`src/rtl/sha3_scan_pkg.sv`:
```
// Shared definitions for the SHA-3 scan dispatcher.
//   scan_state_t  : dispatcher FSM states
//   scan_result_t : one found-nonce record buffered toward the host
//   SLICE_DEFAULT : default number of nonces handed to the scanner per request
package sha3_scan_pkg;

   localparam int SLICE_DEFAULT = 256;

   typedef enum logic [1:0] {
      IDLE     = 2'd0,
      DISPATCH = 2'd1,
      DRAIN    = 2'd2,
      DONE     = 2'd3
   } scan_state_t;

   typedef struct packed {
      logic [31:0] nonce;
      logic [63:0] hash;
      logic [7:0]  job_id;
   } scan_result_t;

endpackage

```
`src/rtl/sha3_result_fifo.sv`:
```
// Synchronous FIFO holding found-nonce records until the host takes them.
//   clk, rst             : clock, synchronous active-high reset (clears pointers)
//   push, push_data      : write request; ignored when full unless a pop happens
//                          in the same cycle
//   pop, pop_data        : read request; pop_data shows the head entry whenever
//                          the FIFO is non-empty (show-ahead)
//   full, empty          : occupancy flags
// DEPTH must be a power of two, 2 or larger.
module sha3_result_fifo
   import sha3_scan_pkg::*;
#(
   parameter int DEPTH = 8
)(
   input  logic         clk,
   input  logic         rst,
   input  logic         push,
   input  scan_result_t push_data,
   input  logic         pop,
   output scan_result_t pop_data,
   output logic         full,
   output logic         empty
);

   localparam int AW = $clog2(DEPTH);

   scan_result_t mem [DEPTH];

   // One extra pointer bit distinguishes full from empty when indices match.
   logic [AW:0] wr_ptr_reg;
   logic [AW:0] rd_ptr_reg;
   logic        do_push;
   logic        do_pop;

   assign empty = (wr_ptr_reg == rd_ptr_reg);
   assign full  = (wr_ptr_reg[AW-1:0] == rd_ptr_reg[AW-1:0]) &&
                  (wr_ptr_reg[AW] != rd_ptr_reg[AW]);

   assign do_pop  = pop && !empty;
   // A pop in the same cycle frees the slot, so a push at full still lands.
   assign do_push = push && (!full || do_pop);

   // The head is read combinationally so out_valid and its data appear
   // together one cycle after the first push.
   assign pop_data = mem[rd_ptr_reg[AW-1:0]];

   always_ff @(posedge clk) begin
      if (do_push) begin
         mem[wr_ptr_reg[AW-1:0]] <= push_data;
      end
   end

   always_ff @(posedge clk) begin
      if (rst) begin
         wr_ptr_reg <= '0;
         rd_ptr_reg <= '0;
      end else begin
         if (do_push) begin
            wr_ptr_reg <= wr_ptr_reg + {{AW{1'b0}}, 1'b1};
         end
         if (do_pop) begin
            rd_ptr_reg <= rd_ptr_reg + {{AW{1'b0}}, 1'b1};
         end
      end
   end

endmodule

```
`src/rtl/sha3_scan_dispatcher.sv`:
```
// Splits a mining job (nonce range + threshold) into fixed-size scan requests,
// limits how many requests are in flight, and buffers found nonces for the host.
//   clk, rst                      : clock, synchronous active-high reset
//   job_*                         : job handshake and fields from the host
//   abort                         : cancel the job currently being dispatched
//   req_*                         : scan request handshake toward the scanner
//   scan_done                     : pulse, scanner finished one request
//   res_valid, res_nonce, res_hash: found nonce from scanner (no back-pressure)
//   out_*                         : found-result stream toward the host
//   job_done                      : one-cycle pulse when a job has fully drained
//   busy                          : high whenever a job is being processed
//   dropped                       : saturating count of results lost to a full buffer
module sha3_scan_dispatcher
   import sha3_scan_pkg::*;
#(
   parameter int SLICE           = SLICE_DEFAULT,
   parameter int FIFO_DEPTH      = 8,
   parameter int MAX_OUTSTANDING = 4
)(
   input  logic        clk,
   input  logic        rst,
   input  logic        job_valid,
   output logic        job_ready,
   input  logic [31:0] job_nonce_start,
   input  logic [31:0] job_nonce_count,
   input  logic [63:0] job_threshold,
   input  logic [7:0]  job_id,
   input  logic        abort,
   output logic        req_valid,
   input  logic        req_ready,
   output logic [31:0] req_nonce_start,
   output logic [16:0] req_nonce_count,
   output logic [63:0] req_threshold,
   input  logic        scan_done,
   input  logic        res_valid,
   input  logic [31:0] res_nonce,
   input  logic [63:0] res_hash,
   output logic        out_valid,
   input  logic        out_ready,
   output logic [31:0] out_nonce,
   output logic [63:0] out_hash,
   output logic [7:0]  out_job_id,
   output logic        job_done,
   output logic        busy,
   output logic [15:0] dropped
);

   localparam int          OW        = $clog2(MAX_OUTSTANDING + 1);
   localparam logic [16:0] SLICE_CNT = 17'(SLICE);

   scan_state_t   state_reg, state_next;
   logic [31:0]   next_nonce_reg, next_nonce_next;
   logic [31:0]   remaining_reg, remaining_next;
   logic [OW-1:0] outstanding_reg, outstanding_next;
   logic [63:0]   threshold_reg, threshold_next;
   logic [7:0]    job_id_reg, job_id_next;
   logic [15:0]   dropped_reg;
   logic          job_done_reg;

   logic          req_fire;
   logic          scan_dec;
   logic [16:0]   slice_count;
   logic          fifo_full;
   logic          fifo_empty;
   logic          fifo_pop;
   logic          res_lost;
   scan_result_t  push_data;
   scan_result_t  pop_data;

   // Last request of a job carries whatever is left below one slice.
   assign slice_count = (remaining_reg < {15'd0, SLICE_CNT}) ? remaining_reg[16:0]
                                                             : SLICE_CNT;

   // Request fields come straight from registers that only move on a
   // handshake, so they hold steady while the scanner back-pressures.
   assign req_nonce_start = next_nonce_reg;
   assign req_nonce_count = slice_count;
   assign req_threshold   = threshold_reg;
   assign req_fire        = req_valid && req_ready;

   // A completion with nothing in flight is spurious and must not underflow.
   assign scan_dec = scan_done && (outstanding_reg != '0);

   always_comb begin
      state_next      = state_reg;
      next_nonce_next = next_nonce_reg;
      remaining_next  = remaining_reg;
      threshold_next  = threshold_reg;
      job_id_next     = job_id_reg;
      job_ready       = 1'b0;
      req_valid       = 1'b0;

      case (state_reg)
         IDLE: begin
            job_ready = !rst;
            if (job_valid && !rst) begin
               next_nonce_next = job_nonce_start;
               remaining_next  = job_nonce_count;
               threshold_next  = job_threshold;
               job_id_next     = job_id;
               state_next      = (job_nonce_count == 32'd0) ? DONE : DISPATCH;
            end
         end
         DISPATCH: begin
            req_valid = (remaining_reg != 32'd0) &&
                        (outstanding_reg < OW'(MAX_OUTSTANDING));
            if (req_valid && req_ready) begin
               next_nonce_next = next_nonce_reg + {15'd0, slice_count};
               remaining_next  = remaining_reg - {15'd0, slice_count};
            end
            // A request accepted in the abort cycle is still in flight and is
            // counted; only the not-yet-issued range is thrown away.
            if (abort) begin
               remaining_next = 32'd0;
               state_next     = DRAIN;
            end else if (remaining_reg == 32'd0) begin
               state_next = DRAIN;
            end
         end
         DRAIN: begin
            // Hold off completion while the scanner is still reporting results.
            if ((outstanding_reg == '0) && !res_valid) begin
               state_next = DONE;
            end
         end
         DONE: begin
            state_next = IDLE;
         end
         default: begin
            state_next = IDLE;
         end
      endcase
   end

   always_comb begin
      outstanding_next = outstanding_reg;
      case ({req_fire, scan_dec})
         2'b10:   outstanding_next = outstanding_reg + OW'(1);
         2'b01:   outstanding_next = outstanding_reg - OW'(1);
         default: outstanding_next = outstanding_reg;
      endcase
   end

   always_ff @(posedge clk) begin
      if (rst) begin
         state_reg       <= IDLE;
         next_nonce_reg  <= '0;
         remaining_reg   <= '0;
         outstanding_reg <= '0;
         threshold_reg   <= '0;
         job_id_reg      <= '0;
         job_done_reg    <= 1'b0;
      end else begin
         state_reg       <= state_next;
         next_nonce_reg  <= next_nonce_next;
         remaining_reg   <= remaining_next;
         outstanding_reg <= outstanding_next;
         threshold_reg   <= threshold_next;
         job_id_reg      <= job_id_next;
         job_done_reg    <= (state_reg == DONE);
      end
   end

   // Results are tagged with the job that was latched when they arrived.
   assign push_data = '{nonce: res_nonce, hash: res_hash, job_id: job_id_reg};
   assign fifo_pop  = out_ready && !fifo_empty;
   assign res_lost  = res_valid && fifo_full && !fifo_pop;

   always_ff @(posedge clk) begin
      if (rst) begin
         dropped_reg <= '0;
      end else if (res_lost && (dropped_reg != 16'hFFFF)) begin
         dropped_reg <= dropped_reg + 16'd1;
      end
   end

   sha3_result_fifo #(
      .DEPTH (FIFO_DEPTH)
   ) u_result_fifo (
      .clk       (clk),
      .rst       (rst),
      .push      (res_valid),
      .push_data (push_data),
      .pop       (out_ready),
      .pop_data  (pop_data),
      .full      (fifo_full),
      .empty     (fifo_empty)
   );

   assign out_valid  = !fifo_empty;
   assign out_nonce  = pop_data.nonce;
   assign out_hash   = pop_data.hash;
   assign out_job_id = pop_data.job_id;

   assign job_done = job_done_reg;
   assign busy     = (state_reg != IDLE);
   assign dropped  = dropped_reg;

endmodule

```
`config.mk`:
```
export PLATFORM = sky130hd
export DESIGN_NAME = sha3_scan_dispatcher
export DESIGN_NICKNAME = d
export VERILOG_FILES = /design/src/rtl/sha3_scan_pkg.sv /design/src/rtl/sha3_result_fifo.sv /design/src/rtl/sha3_scan_dispatcher.sv
export SDC_FILE = /design/constraint.sdc
export NUM_CORES = 1
export LEC_CHECK = 0
export CAP_MARGIN = 15
export CORE_MARGIN = 8
export CORE_UTILIZATION = 62
export DETAILED_ROUTE_END_ITERATION = 8
export DONT_BUFFER_PORTS = 1
export GPL_ROUTABILITY_DRIVEN = 0
export MAX_ROUTING_LAYER = met4
export PLACE_DENSITY = 0.79
export SLEW_MARGIN = 40
export SYNTH_ARGS = -nofsm -noshare
export SYNTH_HDL_FRONTEND = slang
export SYNTH_SLANG_ARGS = --single-unit
```
`constraint.sdc`:
```
create_clock -name clk -period 13.4 [get_ports clk]
set_input_delay 1.34 -clock clk [delete_from_list [all_inputs] [get_ports clk]]
set_output_delay 1.34 -clock clk [all_outputs]
set_load 0.01 [all_outputs]
```
==> out/qor.yml <==
io_buffer_count: 0
cts_resized: 0
drt_iter0_drc: 2103
finalCriticalPeriod_ns: 4.83
cp-end-kind: "primary output"
hold_path_class: "reg -> reg"
via_per_inst: 6.63
final_antenna_net_count: 0
power.share.clock: 0.340
synth_seq_area_share: 0.704
worstPathRequired_ns: 12.06
switching_share: 0.284
dp_slack_ns: 9.05
core_um2: 64300
wl_per_cell_um: 28.6
internal_power_uw: 5840
grt_max_degree: 105
ys_types: 90
clock_latency_ns: 0.64
slew_violations: 0
placed_cells_incl_taps: 3144
fmax_mhz: 207
p_switching_uw: 2320
drive_gt1_frac: 0.220
post-route-util: 0.693
status: "complete, no violations"
crit_fanout: 78
syn-cell-area_um2: 40300
powerDensity_nw_per_um2: 183
start_util: 0.626
skew_ns: 0.0161
stdcell_count: 3331
antenna_found_initial: 0
grt_overflow: 0
startpoint_type: "register"
synth_area_leaders: "edfxtp_1, mux4_2, dfxtp_1, mux2_2, nand2_1"
vias: 22100
leakagePower_uw: 0.0144
first_pass_iters: 6
fin_setup_tns_ns: 0
h-tree-depth: 3
hold_violations: 0
dpl.hpwl_um: 54900
ios: 478
yosys_most_used_dff: "edfxtp_1"
synth-seq-cells: 1001
ctsHoldBuffers: 0
power.combinational.fraction: 0.199
synthDominantCellAreaShare: 0.620
root_buffer: "clkbuf_16"
cp.arrival_ns: 3.49
syn_inst: 2387
worst_slack_ns: 8.57
die_w_um: 271
grt_pass1_wl_um: 142000
cts_tree: "built"
nets: 2662
crit_type: "reg -> out"
area_growth_pct: 10.6
tightest_slew_ns: 0.850
drv_cap: 0
hold_ws_ns: 0.485
rsz0062_at_grt: "false"
die_h_um: 271
drt_wl_total_um: 95100
cts_buffer_depth: 3
cts.clk_slew.worst_paths_ns: 0.06
diodes: 0
synth_top_area_cell: "edfxtp_1"
p_seq_frac: 0.462
async_flop_share: 0
grt_use_total: 0.260
num_rows: 93
peakVddDrop_v: 0.000196
ys_warn_count: 0
fin_crit_sh: 0.361
setup_viol: 0
grt_pass1_vias: 22500
cts.sinks: 1001
post_cts_buffers: 0
drc: 0
dieArea_um2: 73400
slew_headroom: 0.428
largest_reg_flops: 832
synth_edf_count: 832
avgSynthCellArea_um2: 16.9
cts_made_buffers: 98
==> cell families after synthesis <==
logic type                 share of synthesized area
muxes                                          0.148
xor gates and xnor gates                     0.00782
adders and majority gates                    0.00938
DFF                                            0.704
and+or+nand+nor                               0.0693
AOI/OAI and AO/OA                             0.0432
buffers and inverters                         0.0183
other                                      0.0000930
==> power groups by stage <==
stage               Clock [µW]  Combinational [µW]  Sequential, µW
floorplan                    0                1290            3760
global placement             0                1520            3820
detailed placement           0                1580            3840
CTS                       2810                1590            3770
global route              2930                1750            3780
finish                    2770                1620            3760
==> cells in the final DEF (no fill, tap or decap), drive strengths merged, types with 6 or more instances in the layout <==
cell	n
o311ai	8
nor4b	6
a31oi	18
nand2	218
nand3	103
a211oi	20
o21ai	45
clkbuf	126
xnor2	26
a21o	14
ha	27
or3	9
or4	6
edfxtp	832
a21oi	48
nor4	33
nor3	36
clkinv	37
a22oi	8
nor2b	11
and3	17
xor2	10
inv	31
mux4	208
a311oi	9
dfxtp	169
buf	36
conb	17
mux2i	7
mux2	108
nor2	99
bufinv	11
nand4	21
==> per-layer routing <==
layer  vias up  GRT usage  wire, µm
met1     11300      0.321     35600
li1       9468          -         -
met5         -          -         0
met4         0     0.0671      2080
met3       138     0.0672      9030
met2      1174      0.430     48400
==> final timing paths <==
path | from | end | slack [ns] | cells after the start
worst min register to register | remaining_reg[27]$_SDFFE_PP0P_ | remaining_reg[27]$_SDFFE_PP0P_ | 0.49 | 2
worst max-delay path | register | out_nonce[12] | 8.57 | 4
worst min-delay path | remaining_reg[27]$_SDFFE_PP0P_ | remaining_reg[27]$_SDFFE_PP0P_ | 0.49 | 2
worst max register to register | remaining_reg[17]$_SDFFE_PP0P_ | req_nonce_start[17]$_SDFFE_PP0P_ | 9.02 | 12
==> synthesized netlist by cell type (7+ instances only) <==
cell and instances:
a22oi_1 8, nand4_1 21, a311oi_1 7, xor2_1 10, o21ai_0 42, a21o_1 14, buf_4 9, dfxtp_1 169
or3_1 9, a211oi_1 20, nor2b_1 11, inv_1 26, xnor2_1 26, ha_1 27, nor3_1 32, buf_2 26
a31oi_1 18, buf_1 16, nand2_1 217, edfxtp_1 832, a21oi_1 48, mux2i_1 7, nor4_1 32, nor2_1 97
clkbuf_1 91, mux2_2 107, and3_1 17, nand3_1 103, mux4_2 208
==> layout make-up <==
cell class	count	area [µm²]
Timing Repair Buffer	36	434
Tap cell	855	1070
Fill cell	3994	19800
Multi-Input combinational cell	1230	11300
Clock buffer	126	2660
Sequential cell	1001	28400
Clock inverter	57	607
Inverter	26	98.8
==> per-stage QoR <==
step / instance area, µm² / power [µW]
final: 44600 / 8150
after global routing: 44600 / 8460
after CTS: 44500 / 8180
after detailed placement: 41200 / 5410
after global placement: 41100 / 5340
after floorplan: 40400 / 5050
==> critical path, stage by stage (launching register included) <==
cell	delay (ns)
dfxtp_4	0.67
buf_4	0.64
buf_6	0.69
mux4_2	0.44
mux2_2	0.34
(Power assumes the default switching activity.)
